## config.mk

```make
export PLATFORM = sky130hd
export DESIGN_NAME = alu_seq_flat
export DESIGN_NICKNAME = d
export VERILOG_FILES = /design/src/rtl/alu_pkg.sv /design/src/rtl/alu_seq_if.sv /design/src/rtl/alu_mul_iter.sv /design/src/rtl/alu_seq.sv /design/src/flat_wrapper.sv
export SDC_FILE = /design/constraint.sdc
export NUM_CORES = 1
export LEC_CHECK = 0
export ABC_AREA = 1
export BUFFER_PORTS_ARGS = -buffer_cell sky130_fd_sc_hd__buf_4
export CORE_MARGIN = 3
export CORE_UTILIZATION = 45
export DETAILED_ROUTE_END_ITERATION = 7
export PLACE_DENSITY = 0.8
export SYNTH_ARGS = -nofsm -noshare
export SYNTH_HDL_FRONTEND = slang
export SYNTH_HIERARCHICAL = 1
export SYNTH_SLANG_ARGS = --single-unit
```

## constraint.sdc

```tcl
create_clock -name clk_i -period 1.6 [get_ports clk_i]
set_input_delay 0.32 -clock clk_i [delete_from_list [all_inputs] [get_ports clk_i]]
set_output_delay 0.32 -clock clk_i [all_outputs]
set_load 0.005 [all_outputs]
```

## src/rtl/alu_pkg.sv

```systemverilog
// alu_pkg: shared definitions for the alu_seq slice.
//   - OP_*    : 4-bit ALU_control encodings carried over from the ripple-carry ALU
//   - state_t : control FSM states of alu_seq
// Optional feature macro: ALU_MUL_EN (see alu_seq.sv).
package alu_pkg;

    localparam logic [3:0] OP_AND = 4'b0000;
    localparam logic [3:0] OP_OR  = 4'b0001;
    localparam logic [3:0] OP_ADD = 4'b0010;
    localparam logic [3:0] OP_SUB = 4'b0110;
    localparam logic [3:0] OP_SLT = 4'b0111;
    localparam logic [3:0] OP_NOR = 4'b1100;
    localparam logic [3:0] OP_MUL = 4'b1000;

    typedef enum logic [1:0] {
        IDLE,
        MUL,
        HOLD
    } state_t;

endpackage

```

## src/rtl/alu_seq_if.sv

```systemverilog
// alu_seq_if: operand/result handshake bundle for alu_seq.
//   operand side : in_valid_i, in_ready_o, src1_i, src2_i, ALU_control_i
//   result side  : out_valid_o, out_ready_i, result_o, zero_o, cout_o,
//                  overflow_o, illegal_o
// Signal names keep the _i/_o suffixes as seen from the ALU.
// master = producer/consumer around the ALU, slave = the ALU itself.
interface alu_seq_if #(
    parameter int unsigned WIDTH = 32
);

    logic             in_valid_i;
    logic             in_ready_o;
    logic [WIDTH-1:0] src1_i;
    logic [WIDTH-1:0] src2_i;
    logic [3:0]       ALU_control_i;
    logic             out_valid_o;
    logic             out_ready_i;
    logic [WIDTH-1:0] result_o;
    logic             zero_o;
    logic             cout_o;
    logic             overflow_o;
    logic             illegal_o;

    modport master (
        output in_valid_i, src1_i, src2_i, ALU_control_i, out_ready_i,
        input  in_ready_o, out_valid_o, result_o, zero_o, cout_o,
               overflow_o, illegal_o
    );

    modport slave (
        input  in_valid_i, src1_i, src2_i, ALU_control_i, out_ready_i,
        output in_ready_o, out_valid_o, result_o, zero_o, cout_o,
               overflow_o, illegal_o
    );

endinterface

```

## src/rtl/alu_mul_iter.sv

```systemverilog
// alu_mul_iter: unsigned iterative shift-add multiplier, one multiplier bit
// per cycle over WIDTH cycles, 2*WIDTH-bit accumulator ({hi_q, lo_q}).
//   clk_i, rst_i : clock, asynchronous active-high reset (discards partial product)
//   start_i      : load operands a_i (multiplicand) and b_i (multiplier)
//   done_o       : high during the final iteration cycle
//   product_o    : accumulator value after the current iteration; holds the
//                  full product while done_o is high
// Only instantiated when ALU_MUL_EN is defined.
module alu_mul_iter #(
    parameter int unsigned WIDTH = 32
) (
    input  logic                 clk_i,
    input  logic                 rst_i,
    input  logic                 start_i,
    input  logic [WIDTH-1:0]     a_i,
    input  logic [WIDTH-1:0]     b_i,
    output logic                 done_o,
    output logic [2*WIDTH-1:0]   product_o
);

    localparam int unsigned CW = $clog2(WIDTH + 1);
    localparam logic [CW-1:0] LAST = CW'(WIDTH - 1);

    logic             busy_q;
    logic [CW-1:0]    cnt_q;
    logic [WIDTH-1:0] mcand_q;
    logic [WIDTH-1:0] hi_q;
    logic [WIDTH-1:0] lo_q;

    logic [WIDTH-1:0] addend;
    logic [WIDTH:0]   sum;
    logic [WIDTH-1:0] hi_n;
    logic [WIDTH-1:0] lo_n;

    // lo_q starts as the multiplier and fills with product bits from the top
    // as it shifts right; the add carry lands in hi_n's MSB.
    always_comb begin
        addend = lo_q[0] ? mcand_q : '0;
        sum    = {1'b0, hi_q} + {1'b0, addend};
        hi_n   = sum[WIDTH:1];
        lo_n   = {sum[0], lo_q[WIDTH-1:1]};
    end

    // The product is offered combinationally on the last iteration so the
    // parent can register it at the same edge, giving a latency of WIDTH.
    assign done_o    = busy_q && (cnt_q == LAST);
    assign product_o = {hi_n, lo_n};

    always_ff @(posedge clk_i or posedge rst_i) begin
        if (rst_i) begin
            busy_q  <= 1'b0;
            cnt_q   <= '0;
            mcand_q <= '0;
            hi_q    <= '0;
            lo_q    <= '0;
        end else if (start_i) begin
            busy_q  <= 1'b1;
            cnt_q   <= '0;
            mcand_q <= a_i;
            hi_q    <= '0;
            lo_q    <= b_i;
        end else if (busy_q) begin
            hi_q <= hi_n;
            lo_q <= lo_n;
            if (done_o) begin
                busy_q <= 1'b0;
                cnt_q  <= '0;
            end else begin
                cnt_q <= cnt_q + CW'(1);
            end
        end
    end

endmodule

```

## src/rtl/alu_seq.sv

```systemverilog
// alu_seq: registered WIDTH-bit ALU with valid/ready handshakes.
//   clk_i : clock, rising edge
//   rst_i : asynchronous active-high reset
//   bus   : alu_seq_if.slave (operands/opcode in, result + zero/cout/
//           overflow/illegal flags out)
// Single-cycle ops (AND/OR/ADD/SUB/SLT/NOR) are computed combinationally and
// registered at the accept edge. MUL (opcode 1000) is an iterative shift-add
// taking WIDTH cycles, present only when macro ALU_MUL_EN is defined;
// otherwise 1000 is reported as illegal like any other unlisted code.
module alu_seq
    import alu_pkg::*;
#(
    parameter int unsigned WIDTH = 32
) (
    input  logic        clk_i,
    input  logic        rst_i,
    alu_seq_if.slave    bus
);

    state_t state_q, state_d;

    logic [WIDTH-1:0] a, b;
    logic [3:0]       op;
    logic             accept;
    logic             drain;

    logic             out_valid_q;
    logic [WIDTH-1:0] result_q;
    logic             zero_q, cout_q, ovf_q, ill_q;

    // single-cycle datapath
    logic             is_sub;
    logic [WIDTH-1:0] b_eff;
    logic [WIDTH:0]   sum_full;
    logic             c_msb_in;
    logic             as_ovf;
    logic [WIDTH-1:0] alu_res;
    logic             alu_cout, alu_ovf, alu_ill;
    logic             op_mul;

    logic               mul_done;
    logic [2*WIDTH-1:0] mul_prod;

    assign a  = bus.src1_i;
    assign b  = bus.src2_i;
    assign op = bus.ALU_control_i;

    assign drain          = out_valid_q && bus.out_ready_i;
    assign bus.in_ready_o = (state_q == IDLE) && (!out_valid_q || bus.out_ready_i);
    assign accept         = bus.in_valid_i && bus.in_ready_o;

    assign bus.out_valid_o = out_valid_q;
    assign bus.result_o    = result_q;
    assign bus.zero_o      = zero_q;
    assign bus.cout_o      = cout_q;
    assign bus.overflow_o  = ovf_q;
    assign bus.illegal_o   = ill_q;

    always_comb begin
        is_sub   = (op == OP_SUB) || (op == OP_SLT);
        b_eff    = is_sub ? ~b : b;
        sum_full = {1'b0, a} + {1'b0, b_eff} + {{WIDTH{1'b0}}, is_sub};
        // Carry into the MSB recovered from the MSB sum bit: s = a ^ b ^ cin.
        c_msb_in = a[WIDTH-1] ^ b_eff[WIDTH-1] ^ sum_full[WIDTH-1];
        as_ovf   = c_msb_in ^ sum_full[WIDTH];

        alu_res  = '0;
        alu_cout = 1'b0;
        alu_ovf  = 1'b0;
        alu_ill  = 1'b0;
        op_mul   = 1'b0;
        case (op)
            OP_AND: alu_res = a & b;
            OP_OR:  alu_res = a | b;
            OP_NOR: alu_res = ~(a | b);
            OP_ADD, OP_SUB: begin
                alu_res  = sum_full[WIDTH-1:0];
                alu_cout = sum_full[WIDTH];
                alu_ovf  = as_ovf;
            end
            OP_SLT: alu_res = {{(WIDTH-1){1'b0}}, sum_full[WIDTH-1] ^ as_ovf};
`ifdef ALU_MUL_EN
            OP_MUL: op_mul = 1'b1;
`endif
            default: alu_ill = 1'b1;
        endcase
    end

`ifdef ALU_MUL_EN
    logic mul_start;
    assign mul_start = accept && op_mul;

    alu_mul_iter #(
        .WIDTH (WIDTH)
    ) u_mul (
        .clk_i     (clk_i),
        .rst_i     (rst_i),
        .start_i   (mul_start),
        .a_i       (a),
        .b_i       (b),
        .done_o    (mul_done),
        .product_o (mul_prod)
    );
`else
    assign mul_done = 1'b0;
    assign mul_prod = '0;
`endif

    // FSM: the acceptance gate in in_ready_o already stalls single-cycle ops
    // behind an undrained result, so only a finished MUL can enter HOLD.
    always_comb begin
        state_d = state_q;
        case (state_q)
            IDLE: if (accept && op_mul) state_d = MUL;
            MUL:  if (mul_done) state_d = bus.out_ready_i ? IDLE : HOLD;
            HOLD: if (drain) state_d = IDLE;
            default: state_d = IDLE;
        endcase
    end

    always_ff @(posedge clk_i or posedge rst_i) begin
        if (rst_i) state_q <= IDLE;
        else       state_q <= state_d;
    end

    // Output register: a new result takes priority over a drain in the same
    // cycle, which gives back-to-back throughput without a bubble.
    always_ff @(posedge clk_i or posedge rst_i) begin
        if (rst_i) begin
            out_valid_q <= 1'b0;
            result_q    <= '0;
            zero_q      <= 1'b0;
            cout_q      <= 1'b0;
            ovf_q       <= 1'b0;
            ill_q       <= 1'b0;
        end else if (accept && !op_mul) begin
            out_valid_q <= 1'b1;
            result_q    <= alu_res;
            zero_q      <= (alu_res == '0);
            cout_q      <= alu_cout;
            ovf_q       <= alu_ovf;
            ill_q       <= alu_ill;
        end else if (mul_done) begin
            out_valid_q <= 1'b1;
            result_q    <= mul_prod[WIDTH-1:0];
            zero_q      <= (mul_prod[WIDTH-1:0] == '0);
            cout_q      <= |mul_prod[2*WIDTH-1:WIDTH];
            ovf_q       <= 1'b0;
            ill_q       <= 1'b0;
        end else if (drain) begin
            out_valid_q <= 1'b0;
        end
    end

endmodule
```

## src/flat_wrapper.sv

```systemverilog
// flat-port wrapper written by rule: the top's interface ports become plain ports
module alu_seq_flat import alu_pkg::*;
#(
    parameter int unsigned WIDTH = 32
)
  (clk_i, rst_i, bus_in_valid_i, bus_src1_i, bus_src2_i, bus_ALU_control_i, bus_out_ready_i, bus_in_ready_o, bus_out_valid_o, bus_result_o, bus_zero_o, bus_cout_o, bus_overflow_o, bus_illegal_o);
  alu_seq_if #(.WIDTH(WIDTH)) bus_i ();
  input  logic clk_i;
  input  logic rst_i;
  input wire logic [$bits(bus_i.in_valid_i)-1:0] bus_in_valid_i;
  input wire logic [$bits(bus_i.src1_i)-1:0] bus_src1_i;
  input wire logic [$bits(bus_i.src2_i)-1:0] bus_src2_i;
  input wire logic [$bits(bus_i.ALU_control_i)-1:0] bus_ALU_control_i;
  input wire logic [$bits(bus_i.out_ready_i)-1:0] bus_out_ready_i;
  output wire logic [$bits(bus_i.in_ready_o)-1:0] bus_in_ready_o;
  output wire logic [$bits(bus_i.out_valid_o)-1:0] bus_out_valid_o;
  output wire logic [$bits(bus_i.result_o)-1:0] bus_result_o;
  output wire logic [$bits(bus_i.zero_o)-1:0] bus_zero_o;
  output wire logic [$bits(bus_i.cout_o)-1:0] bus_cout_o;
  output wire logic [$bits(bus_i.overflow_o)-1:0] bus_overflow_o;
  output wire logic [$bits(bus_i.illegal_o)-1:0] bus_illegal_o;
  assign bus_i.in_valid_i = bus_in_valid_i;
  assign bus_i.src1_i = bus_src1_i;
  assign bus_i.src2_i = bus_src2_i;
  assign bus_i.ALU_control_i = bus_ALU_control_i;
  assign bus_i.out_ready_i = bus_out_ready_i;
  assign bus_in_ready_o = bus_i.in_ready_o;
  assign bus_out_valid_o = bus_i.out_valid_o;
  assign bus_result_o = bus_i.result_o;
  assign bus_zero_o = bus_i.zero_o;
  assign bus_cout_o = bus_i.cout_o;
  assign bus_overflow_o = bus_i.overflow_o;
  assign bus_illegal_o = bus_i.illegal_o;
  alu_seq #(.WIDTH(WIDTH)) u_core (.clk_i(clk_i), .rst_i(rst_i), .bus(bus_i));
endmodule
```

==> impl_metrics.tcl <==
set metrics [dict create \
    status "finished, violations left" \
    violations "negative setup slack" \
    ir_worst_vdd_mv 0.9250 \
    cts_tree "done" \
    critical_path.max_stage_delay_ps 340 \
    htreeDepth 2 \
    ant_nets 0 \
    drive_above_1_share_pct 47.85 \
    clockRootBuffer "clkbuf_16" \
    num_antenna_cells 0 \
    areaGrowthSynthToFinish_pct 78.95 \
    synth_area_leader_cell "nand2_1" \
    antenna_found_initial 0 \
    holdCritPathClass "primary input to async pin" \
    finalSetupViolCount 35 \
    p_per_area_nw_per_um2 628.5 \
    syn_area_um2 5160 \
    die-area_um2 12790 \
    rows 38 \
    die_h_um 113.1 \
    yosys_warnings 6 \
    synthCells 899 \
    grt_pass1_wl_mm 34.36 \
    multi_input_area_um2 4791 \
    cp-end-kind "flip-flop" \
    grt-ovfl-total 0 \
    r2r-start "u_core/bus.out_valid_o$_DFFE_PP0P_" \
    fillCellCount 607 \
    hold_viol 0 \
    holdBufCountCts 0 \
    synthesis.nets 1006 \
    required_ps 1820 \
    setup.worst_path.start "bus_ALU_control_i[3]" \
    initial_core_util_pct 46.78 \
    cts.sink_count 37 \
    placed_cells 1344 \
    power_mw 5.804 \
    max_freq_mhz 337.3 \
    leakagePower_nw 4.748 \
    grt_max_degree 47 \
    worstPathArrival_ps 3180 \
    clock_path_buffers 2 \
    fin_ws_ps -1364 \
    worstRegToRegCells 15 \
    hpwl_mm 17.38 \
    io_buffers 109 \
    ys_types 37 \
    drt_iter0_drc 1134 \
    slowest_stage "ha_2" \
    avgSynthCellArea_um2 5.740 \
    synth_area_leaders "nand2_1, dfrtp_1, nor2_1, inv_1, ha_1" \
    nets 1341 \
    finalCritPeriodShare_pct 185.3 \
    rsz0062_at_grt "yes" \
    seq_area_um2 925.9 \
    synth_seq_cells 37 \
    final_max_slew_viol_count 0 \
    crit_chain "buf_12 > inv_12 > nand3_4 > buf_12 > buf_12 > xor2_1 > ha_2 > buf_6 > inv_2 > o21bai_4 > o21ai_0 > nand3_1 > a21oi_2 > nand3_1 > nand3_2 > nand2_1 > nor2_1 > nand2_1 > nor2_1 > nand3_1 > nand2_1" \
    start_kind "primary input" \
    grt_pass1_vias 6930 \
    ios 110 \
    cap_violations 0 \
    dr_total_vias 8172 \
    wl_mm 26.18 \
    routabilityCongestion 1.031 \
    via_per_inst 5.952 \
    worst_pin_slew_ps 530.4 \
    wl_per_cell_um 19.07 \
    fin_crit_ps 2964 \
    drc 0 \
    path_max_fanout 5 \
    worstSkewPairLatency_ps 280 \
    numCtsBuffers 5 \
    path_class "primary input to flip-flop" \
    fin_cells 1373 \
    synth.top_cell.area_share_pct 19.35 \
    ys_seq_area_share_pct 17.94 \
    fp.coreArea_um2 11030 \
    die_w_um 113.1 \
    clk_pin_slew_ps 50 \
    finClkSkew_ps 5.274 \
    grt_util_all_layers_pct 33.37 \
    detailedRoute.firstPassIterationCount 6 \
    relSlewSlack_pct 64.64 \
]
## layout by cell type, fill, tap and decap left out, types with 15 or more instances in the layout
| cell type | n |
|---|---|
| o21ai_0 | 27 |
| nand2_2 | 60 |
| xnor2_1 | 15 |
| inv_1 | 97 |
| inv_2 | 20 |
| nand3_2 | 30 |
| ha_1 | 22 |
| dfrtp_1 | 37 |
| a21oi_2 | 16 |
| a31oi_1 | 35 |
| buf_4 | 321 |
| buf_6 | 22 |
| nor2_1 | 99 |
| nand2_1 | 198 |
| nand3_1 | 46 |
| nor2_2 | 25 |
## worst max-delay path: cells and delay by family
family | cells | cell delay [ps]
AND/OR/NAND/NOR | 10 | 1150
buffers and inverters | 6 | 680
AO/OA/AOI/OAI | 3 | 530
adder cells (fa/ha/maj) | 1 | 340
XOR/XNOR | 1 | 150
## Yosys cell counts
library cell and instances:
nor2_1 128, o21ai_0 44, o31ai_1 2, a21boi_1 1, nand4_1 9, nor3_2 2
a21o_1 1, ha_1 34, nand3_1 76, buf_6 1, a21boi_0 1, nor3_1 14
nand2_2 3, clkinv_1 1, nand3b_1 4, dfrtp_1 37, buf_2 4, nor2_2 3
xnor2_1 24, fa_1 1, o21a_1 1, inv_1 117, or2_1 1, o311a_1 1
o41ai_1 1, a21oi_1 34, nand2_1 266, a221oi_1 5, nor4_1 2, nand3_2 3
o21bai_1 11, a31oi_1 41, inv_2 1, xor2_1 9, clkbuf_1 7, and2_1 1
buf_1 8
## flip-flops by register name, summed over array words and instances, names as in the netlist
signal,cells
u_core/bus.illegal_o,1
u_core/bus.result_o,32
u_core/bus.overflow_o,1
u_core/bus.zero_o,1
u_core/bus.out_valid_o,1
u_core/bus.cout_o,1
## logic make-up (layout without fill, tap and decap cells)
family	Yosys count	count (layout)	share of synthesized area [%]
simple gates	512	512	41.25
compound gates	143	143	16.22
buf+inv	139	473	10.35
flops	37	37	17.94
fa+ha+maj	35	35	8.632
xor+xnor	33	33	5.601
## area by class of cell
| cell class | instances | area share [%] |
|---|---|---|
| multi-input combinational | 723 | 51.88 |
| timing repair buffer | 348 | 29.81 |
| sequential | 37 | 10.03 |
| inverter | 119 | 4.973 |
| tap | 140 | 1.897 |
| clock buffer | 5 | 1.355 |
| clock inverter | 1 | 0.05420 |
## metal layers
| layer | up-vias | share of wire (%) | global-route usage [%] | wire length (um) |
|---|---|---|---|---|
| met2 | 653 | 46 | 53.79 | 11920 |
| li1 | 3618 | - | - | - |
| met1 | 3740 | 37 | 46.81 | 9660 |
| met4 | 0 | 5.6 | 10.18 | 1469 |
| met5 | - | 0 | 0 | 0 |
| met3 | 161 | 12 | 4.011 | 3125 |
## final timing paths
check | to | slack [ps]
worst min-delay path | u_core/bus.result_o[30]$_DFFE_PP0P_ | 150
worst max register to register | u_core/bus.zero_o$_DFFE_PP0P_ | -290
worst min register to register | u_core/bus.result_o[22]$_DFFE_PP0P_ | 490
max in group asynchronous | u_core/bus.overflow_o$_DFFE_PP0P_ | 1120
min in group clk_i | u_core/bus.out_valid_o$_DFFE_PP0P_ | 400
worst max-delay path | u_core/bus.zero_o$_DFFE_PP0P_ | -1360
## what timing repair did
item / 4_1_cts / 5_1_grt
setup buffers: 9 / 17
resized for setup: 74 / 203
setup endpoints to repair: 35 / 35
pin swaps: 15 / 58
## metrics by stage
step | util [%] | hold WS, ps | TNS, ps | worst slack, ps | instance area, um^2
after CTS | 75.06 | 170.0 | -24450 | -995.9 | 8279
after detailed placement | 70.79 | 460.8 | -36580 | -1481 | 7809
after global routing | 83.71 | 201.4 | -32120 | -1471 | 9234
final | 83.71 | 148.3 | -29400 | -1364 | 9234
after global placement | 70.79 | 451.9 | -35400 | -1528 | 7809
after floorplan | - | 469.9 | -15120 | -815.7 | 5286
## power breakdown
part           internal [mW]  switching [mW]  leakage, nW
clock network          0.555           0.338       0.0655
registers               1.07          0.0868        0.462
logic                   1.70            2.06         4.22
(Power assumes the default switching activity.)
